===== src/rtl/data_pipe_pkg.sv =====
// Shared definitions for the data_pipe demux/interconnect family: buffer FSM
// states, path count and a path decode helper.
package data_pipe_pkg;

  localparam int NPATH  = 8;
  localparam int PSEL_W = 3;

  typedef enum logic [1:0] {
    EMPTY = 2'd0,
    ONE   = 2'd1,
    FULL  = 2'd2
  } demux_state_e;

  function automatic logic [NPATH-1:0] path_onehot(input logic [PSEL_W-1:0] path);
    logic [NPATH-1:0] onehot;
    onehot = {{(NPATH-1){1'b0}}, 1'b1};
    return onehot << path;
  endfunction

endpackage


===== src/rtl/data_pipe_skid.sv =====
// Two-entry registered skid buffer: main feeds the output, skid catches one
// word while the output stalls. Ready, valid and data are all registered.
import data_pipe_pkg::*;

module data_pipe_skid #(
  parameter int DSIZE = 8
) (
  input  logic             clock,
  input  logic             rst_n,
  input  logic             clk_en,
  input  logic             vld_sw,
  input  logic             in_valid,
  input  logic [DSIZE-1:0] in_data,
  output logic             in_ready,
  output logic             out_valid,
  output logic [DSIZE-1:0] out_data,
  input  logic             out_ready,
  output logic             empty_next
);

  demux_state_e     state_r;
  demux_state_e     state_nxt_s;
  logic [DSIZE-1:0] main_data_r;
  logic [DSIZE-1:0] skid_data_r;
  logic             main_vld_r;
  logic             in_ready_r;
  logic             acc_s;
  logic             drn_s;

  assign acc_s = in_valid & in_ready_r & clk_en;
  assign drn_s = main_vld_r & out_ready & clk_en;

  // Next-state decode; unreachable encodings fall back to EMPTY.
  always_comb begin
    state_nxt_s = EMPTY;
    case (state_r)
      EMPTY: begin
        if (acc_s) state_nxt_s = ONE;
        else       state_nxt_s = EMPTY;
      end
      ONE: begin
        if (acc_s && !drn_s)      state_nxt_s = FULL;
        else if (!acc_s && drn_s) state_nxt_s = EMPTY;
        else                      state_nxt_s = ONE;
      end
      FULL: begin
        if (drn_s) state_nxt_s = ONE;
        else       state_nxt_s = FULL;
      end
      default: state_nxt_s = EMPTY;
    endcase
  end

  // Buffer registers, FSM state and registered upstream ready.
  always_ff @(posedge clock) begin
    if (!rst_n) begin
      state_r     <= EMPTY;
      main_data_r <= {DSIZE{1'b0}};
      skid_data_r <= {DSIZE{1'b0}};
      main_vld_r  <= 1'b0;
      in_ready_r  <= 1'b0;
    end else begin
      state_r    <= state_nxt_s;
      in_ready_r <= vld_sw & (state_nxt_s != FULL);
      case (state_r)
        EMPTY: begin
          if (acc_s) begin
            main_data_r <= in_data;
            main_vld_r  <= 1'b1;
          end
        end
        ONE: begin
          if (acc_s && drn_s) begin
            main_data_r <= in_data;
          end else if (acc_s) begin
            skid_data_r <= in_data;
          end else if (drn_s) begin
            main_vld_r <= 1'b0;
          end
        end
        FULL: begin
          if (drn_s) main_data_r <= skid_data_r;
        end
        default: main_vld_r <= 1'b0;
      endcase
    end
  end

  assign in_ready   = in_ready_r;
  assign out_valid  = main_vld_r;
  assign out_data   = main_data_r;
  assign empty_next = (state_nxt_s == EMPTY);

endmodule


===== src/rtl/data_pipe_demux.sv =====
// One-to-eight valid/ready stream router with a registered skid buffer.
// Optional transfer counter enabled by DATA_PIPE_DEMUX_CNT_EN.
import data_pipe_pkg::*;

module data_pipe_demux #(
  parameter int DSIZE = 8
) (
  input  logic              clock,
  input  logic              rst_n,
  input  logic              clk_en,
  input  logic              vld_sw,
  input  logic [PSEL_W-1:0] sw,
  output logic [PSEL_W-1:0] curr_path,
  input  logic              s00_valid,
  input  logic [DSIZE-1:0]  s00_data,
  output logic              s00_ready,
  output logic              m00_valid,
  output logic [DSIZE-1:0]  m00_data,
  input  logic              m00_ready,
  output logic              m01_valid,
  output logic [DSIZE-1:0]  m01_data,
  input  logic              m01_ready,
  output logic              m02_valid,
  output logic [DSIZE-1:0]  m02_data,
  input  logic              m02_ready,
  output logic              m03_valid,
  output logic [DSIZE-1:0]  m03_data,
  input  logic              m03_ready,
  output logic              m04_valid,
  output logic [DSIZE-1:0]  m04_data,
  input  logic              m04_ready,
  output logic              m05_valid,
  output logic [DSIZE-1:0]  m05_data,
  input  logic              m05_ready,
  output logic              m06_valid,
  output logic [DSIZE-1:0]  m06_data,
  input  logic              m06_ready,
  output logic              m07_valid,
  output logic [DSIZE-1:0]  m07_data,
  input  logic              m07_ready
`ifdef DATA_PIPE_DEMUX_CNT_EN
  ,
  output logic [15:0]       xfer_cnt
`endif
);

  logic [PSEL_W-1:0] curr_path_r;
  logic [NPATH-1:0]  m_ready_s;
  logic [NPATH-1:0]  m_valid_s;
  logic              out_ready_s;
  logic              out_valid_s;
  logic [DSIZE-1:0]  out_data_s;
  logic              empty_next_s;
  logic              path_load_s;

  assign m_ready_s = {m07_ready, m06_ready, m05_ready, m04_ready,
                      m03_ready, m02_ready, m01_ready, m00_ready};

  // Only the ready of the path in use can drain the buffer.
  assign out_ready_s = m_ready_s[curr_path_r];

  data_pipe_skid #(.DSIZE(DSIZE)) u_skid (
    .clock      (clock),
    .rst_n      (rst_n),
    .clk_en     (clk_en),
    .vld_sw     (vld_sw),
    .in_valid   (s00_valid),
    .in_data    (s00_data),
    .in_ready   (s00_ready),
    .out_valid  (out_valid_s),
    .out_data   (out_data_s),
    .out_ready  (out_ready_s),
    .empty_next (empty_next_s)
  );

  // The path may only move when the buffer is (or stays) empty, so no word splits.
  assign path_load_s = clk_en & empty_next_s;

  // Current path register.
  always_ff @(posedge clock) begin
    if (!rst_n) begin
      curr_path_r <= {PSEL_W{1'b0}};
    end else if (path_load_s) begin
      curr_path_r <= sw;
    end else begin
      curr_path_r <= curr_path_r;
    end
  end

  assign curr_path = curr_path_r;
  assign m_valid_s = out_valid_s ? path_onehot(curr_path_r) : {NPATH{1'b0}};

  assign m00_valid = m_valid_s[0];
  assign m01_valid = m_valid_s[1];
  assign m02_valid = m_valid_s[2];
  assign m03_valid = m_valid_s[3];
  assign m04_valid = m_valid_s[4];
  assign m05_valid = m_valid_s[5];
  assign m06_valid = m_valid_s[6];
  assign m07_valid = m_valid_s[7];

  assign m00_data = out_data_s;
  assign m01_data = out_data_s;
  assign m02_data = out_data_s;
  assign m03_data = out_data_s;
  assign m04_data = out_data_s;
  assign m05_data = out_data_s;
  assign m06_data = out_data_s;
  assign m07_data = out_data_s;

`ifdef DATA_PIPE_DEMUX_CNT_EN
  logic [15:0] xfer_cnt_r;
  logic        drn_s;

  assign drn_s = out_valid_s & out_ready_s & clk_en;

  // Drain counter: cleared when the path changes, saturating otherwise.
  always_ff @(posedge clock) begin
    if (!rst_n) begin
      xfer_cnt_r <= 16'h0000;
    end else if (path_load_s && (sw != curr_path_r)) begin
      xfer_cnt_r <= 16'h0000;
    end else if (drn_s && (xfer_cnt_r != 16'hFFFF)) begin
      xfer_cnt_r <= xfer_cnt_r + 16'h0001;
    end else begin
      xfer_cnt_r <= xfer_cnt_r;
    end
  end

  assign xfer_cnt = xfer_cnt_r;
`endif

endmodule


===== config.mk =====
export PLATFORM = sky130hd
export DESIGN_NAME = data_pipe_demux
export DESIGN_NICKNAME = d
export VERILOG_FILES = /design/src/rtl/data_pipe_pkg.sv /design/src/rtl/data_pipe_skid.sv /design/src/rtl/data_pipe_demux.sv
export SDC_FILE = /design/constraint.sdc
export NUM_CORES = 1
export LEC_CHECK = 0
export ABC_AREA = 1
export BUFFER_PORTS_ARGS = -buffer_cell sky130_fd_sc_hd__buf_2
export CAP_MARGIN = 10
export CORE_UTILIZATION = 40
export DETAILED_ROUTE_END_ITERATION = 10
export HOLD_SLACK_MARGIN = 0.05
export MAX_ROUTING_LAYER = met4
export PLACE_DENSITY_LB_ADDON = 0.2
export SYNTH_ARGS = -nofsm -noshare
export SYNTH_HDL_FRONTEND = slang
export SYNTH_SLANG_ARGS = --single-unit

===== constraint.sdc =====
create_clock -name clock -period 1.6 [get_ports clock]
set_input_delay 0.24 -clock clock [delete_from_list [all_inputs] [get_ports clock]]
set_output_delay 0.24 -clock clock [all_outputs]
set_load 0.02 [all_outputs]

==> out/metrics.csv <==
metric,value,unit
status,"complete, but fails checks",
failing checks,setup timing,
TritonCTS clock tree,done,
Cells after Synth,261,
chip height,67.80,um
Final Total Pwr,1.491,mW
CTS Buf Count,3,
Cell Rows,23,
Synth Area per Inst,6.635,um2
setup TNS,-2.017,ns
number of enable flip-flop cells after synthesis,0,
Post-Place Setup Slack,-0.2214,ns
fraction of layout cells with a size suffix above 1,0.4953,
endpoints failing setup,21,
"Arr. time, crit path",1.91,ns
Crit Path Category,reg2reg,
clock tree sinks,23,
LEAKAGE,1.220,nW
vias in the first global route,1335,
dominant synthesized flop cell,dfxtp_1,
Die Width,67.80,um
crit share post-route,1.096,
synth top area cells,"dfxtp_1, buf_4, nand2_1",
post-DP HPWL,2.921,mm
Core Box Area,4086,um2
max cap viols,0,
Synth top area share,0.2659,
Via density,4.420,
CTS H-tree lvls,1,
Synth async-reset ratio,0,
most frequent cells in the layout,"buf_2, nand2_1, nor2_1, dfxtp_1, buf_4",
Top Ports,100,
cell area after synthesis,1732,um2
first-pass GRT wire length,5.837,mm
Min Hold Slack,0.1983,ns
Max rail drop VDD,0.3869,mV
required time worst endpoint,1.76,ns
overall global routing resource usage,0.1712,
worst skew pair latency,0.26,ns
Starting Density,0.4238,
final core occ,0.5153,
first drt pass iteration count,4,
slack of the critical path,-0.1543,ns
max frequency,570.0,MHz
Hold Path Class,in2reg,
post-route ant nets,0,
Max-slew headroom,0.7978,
post-synth cell types,22,
initial antenna violation count,0,
Final Hold Violating Endpoints,0,
Layout area overhead,21.60,%
Fillers,430,
slowest CP cell,dfxtp_4,
worst path cell trace,inv_4 -> nand2_2 -> nand2_2 -> nand2_2 -> nand3_4 -> nand3_4 -> buf_4 -> buf_4 -> nand2_4 -> nand4_4 -> o21ai_0 -> nor2_1,
RSZ-0062 raised after global routing,yes,
initial drt markers,64,
FF/Latch Area,469.2,um2
Worst Path Max Fanout,9,
"flops & latches, synth",23,
"area leader, netlist",dfxtp_1,
Post-Syn Nets,287,
net count reported at finish,348,
grt total ovfl,0,
drt total wl,3.733,mm
Power Density,708.1,nW/um2
Placer Congestion,0.8140,
diode count,0,
wire length per cell,10.06,um
Worst-Margin Slew,0.3033,ns
crit path launch type,flop,
DRC,0,
Vias,1640,
Clock Tree Root,clkbuf_8,
max incr delay on CP,0.38,ns
die area,4596,um2
Worst Setup End Kind,flop,
Clock Path Buffers,2,
multi-input logic area,815.8,um2
Period minus WS final,1.754,ns
"most common cell after layout, fill and taps aside",buf_2,
Yosys Warn Count,0,
fin. max-slew vios,0,
largest net degree at the start of global routing,22,
Most common cell on crit path,nand2_2,
# port buffers,99,
clock skew,0.001603,ns
"CTS clk-pin slew, worst paths",0.08,ns
sequential fraction of the synthesis area,0.2659,
## metal layers
layer,routed length [um],GRT usage,share of wire
met1,1860,0.2394,0.50
met2,1601,0.2611,0.43
met3,249,0.02534,0.067
met4,21,0.03125,0.0056
met5,0,-,0
## state kept, by name (all words and copies together) (netlist names)
register / cells
u_skid.out_data: 8
u_skid.state_r: 2
u_skid.in_ready: 1
u_skid.out_valid: 1
u_skid.skid_data_r: 8
curr_path: 3
## per-stage QoR
step / cells / cell area (um2)
after floorplan: 261 / 1774
after global placement: 363 / 1979
after detailed placement: 363 / 1979
after CTS: 370 / 2069
after global routing: 371 / 2106
final: 371 / 2106
## worst max-delay path: cells and delay by family, from the launching register on
kind / cells / cell delay, ns
AND/OR/NAND/NOR: 8 / 0.66
flip-flops: 1 / 0.38
AO/OA/AOI/OAI: 1 / 0.24
buffers and inverters: 3 / 0.35
## layout make-up
class / instances / share of cell area
Timing Repair Buffer: 116 / 0.2959
Multi-Input combinational cell: 157 / 0.3874
Sequential cell: 23 / 0.2228
Clock buffer: 3 / 0.01961
Clock inverter: 1 / 0.002377
Inverter: 21 / 0.04219
Tap cell: 50 / 0.02971
## what timing repair did
item                                    4_1_cts  5_1_grt
setup buffers                                 3        1
hold buffers                                  0        0
endpoints found under the setup margin       21       21
endpoints found under the hold margin         0        0
pin swaps                                    10        8
gates resized for setup                       8       10
## kinds of logic after synthesis
| group | after synthesis | synth area share |
|---|---|---|
| AO/OA/AOI/OAI | 25 | 0.07225 |
| flip-flops | 23 | 0.2659 |
| AND/OR/NAND/NOR | 130 | 0.3389 |
| adder cells (fa/ha/maj) | 2 | 0.01445 |
| buffers and inverters | 81 | 0.3085 |
## where the power goes
| group | leakage, nW | internal [mW] | switching, mW |
|---|---|---|---|
| Clock | 0.0255 | 0.174 | 0.191 |
| Combinational | 1.01 | 0.179 | 0.314 |
| Sequential | 0.189 | 0.596 | 0.0368 |
| Total | 1.22 | 0.950 | 0.542 |
## synth_stat cells, types with 3 or more instances
library cell,count
a21oi_1,7
buf_4,56
dfxtp_1,23
inv_1,15
inv_2,5
nand2_1,58
nand3_1,10
nand3_2,3
nor2_1,49
nor2_2,3
o21ai_0,14
o21ai_1,4
## final timing paths
check                   startpoint                    end  slack, ns  cells after the start
max reg2reg           curr_path[0]     u_skid.out_data[6]      -0.15                     12
max                   curr_path[0]     u_skid.out_data[6]      -0.15                     12
min reg2reg  u_skid.skid_data_r[7]  u_skid.skid_data_r[7]       0.45                      2
min                         vld_sw        u_skid.in_ready       0.20                      3
(Power assumes the default switching activity.)
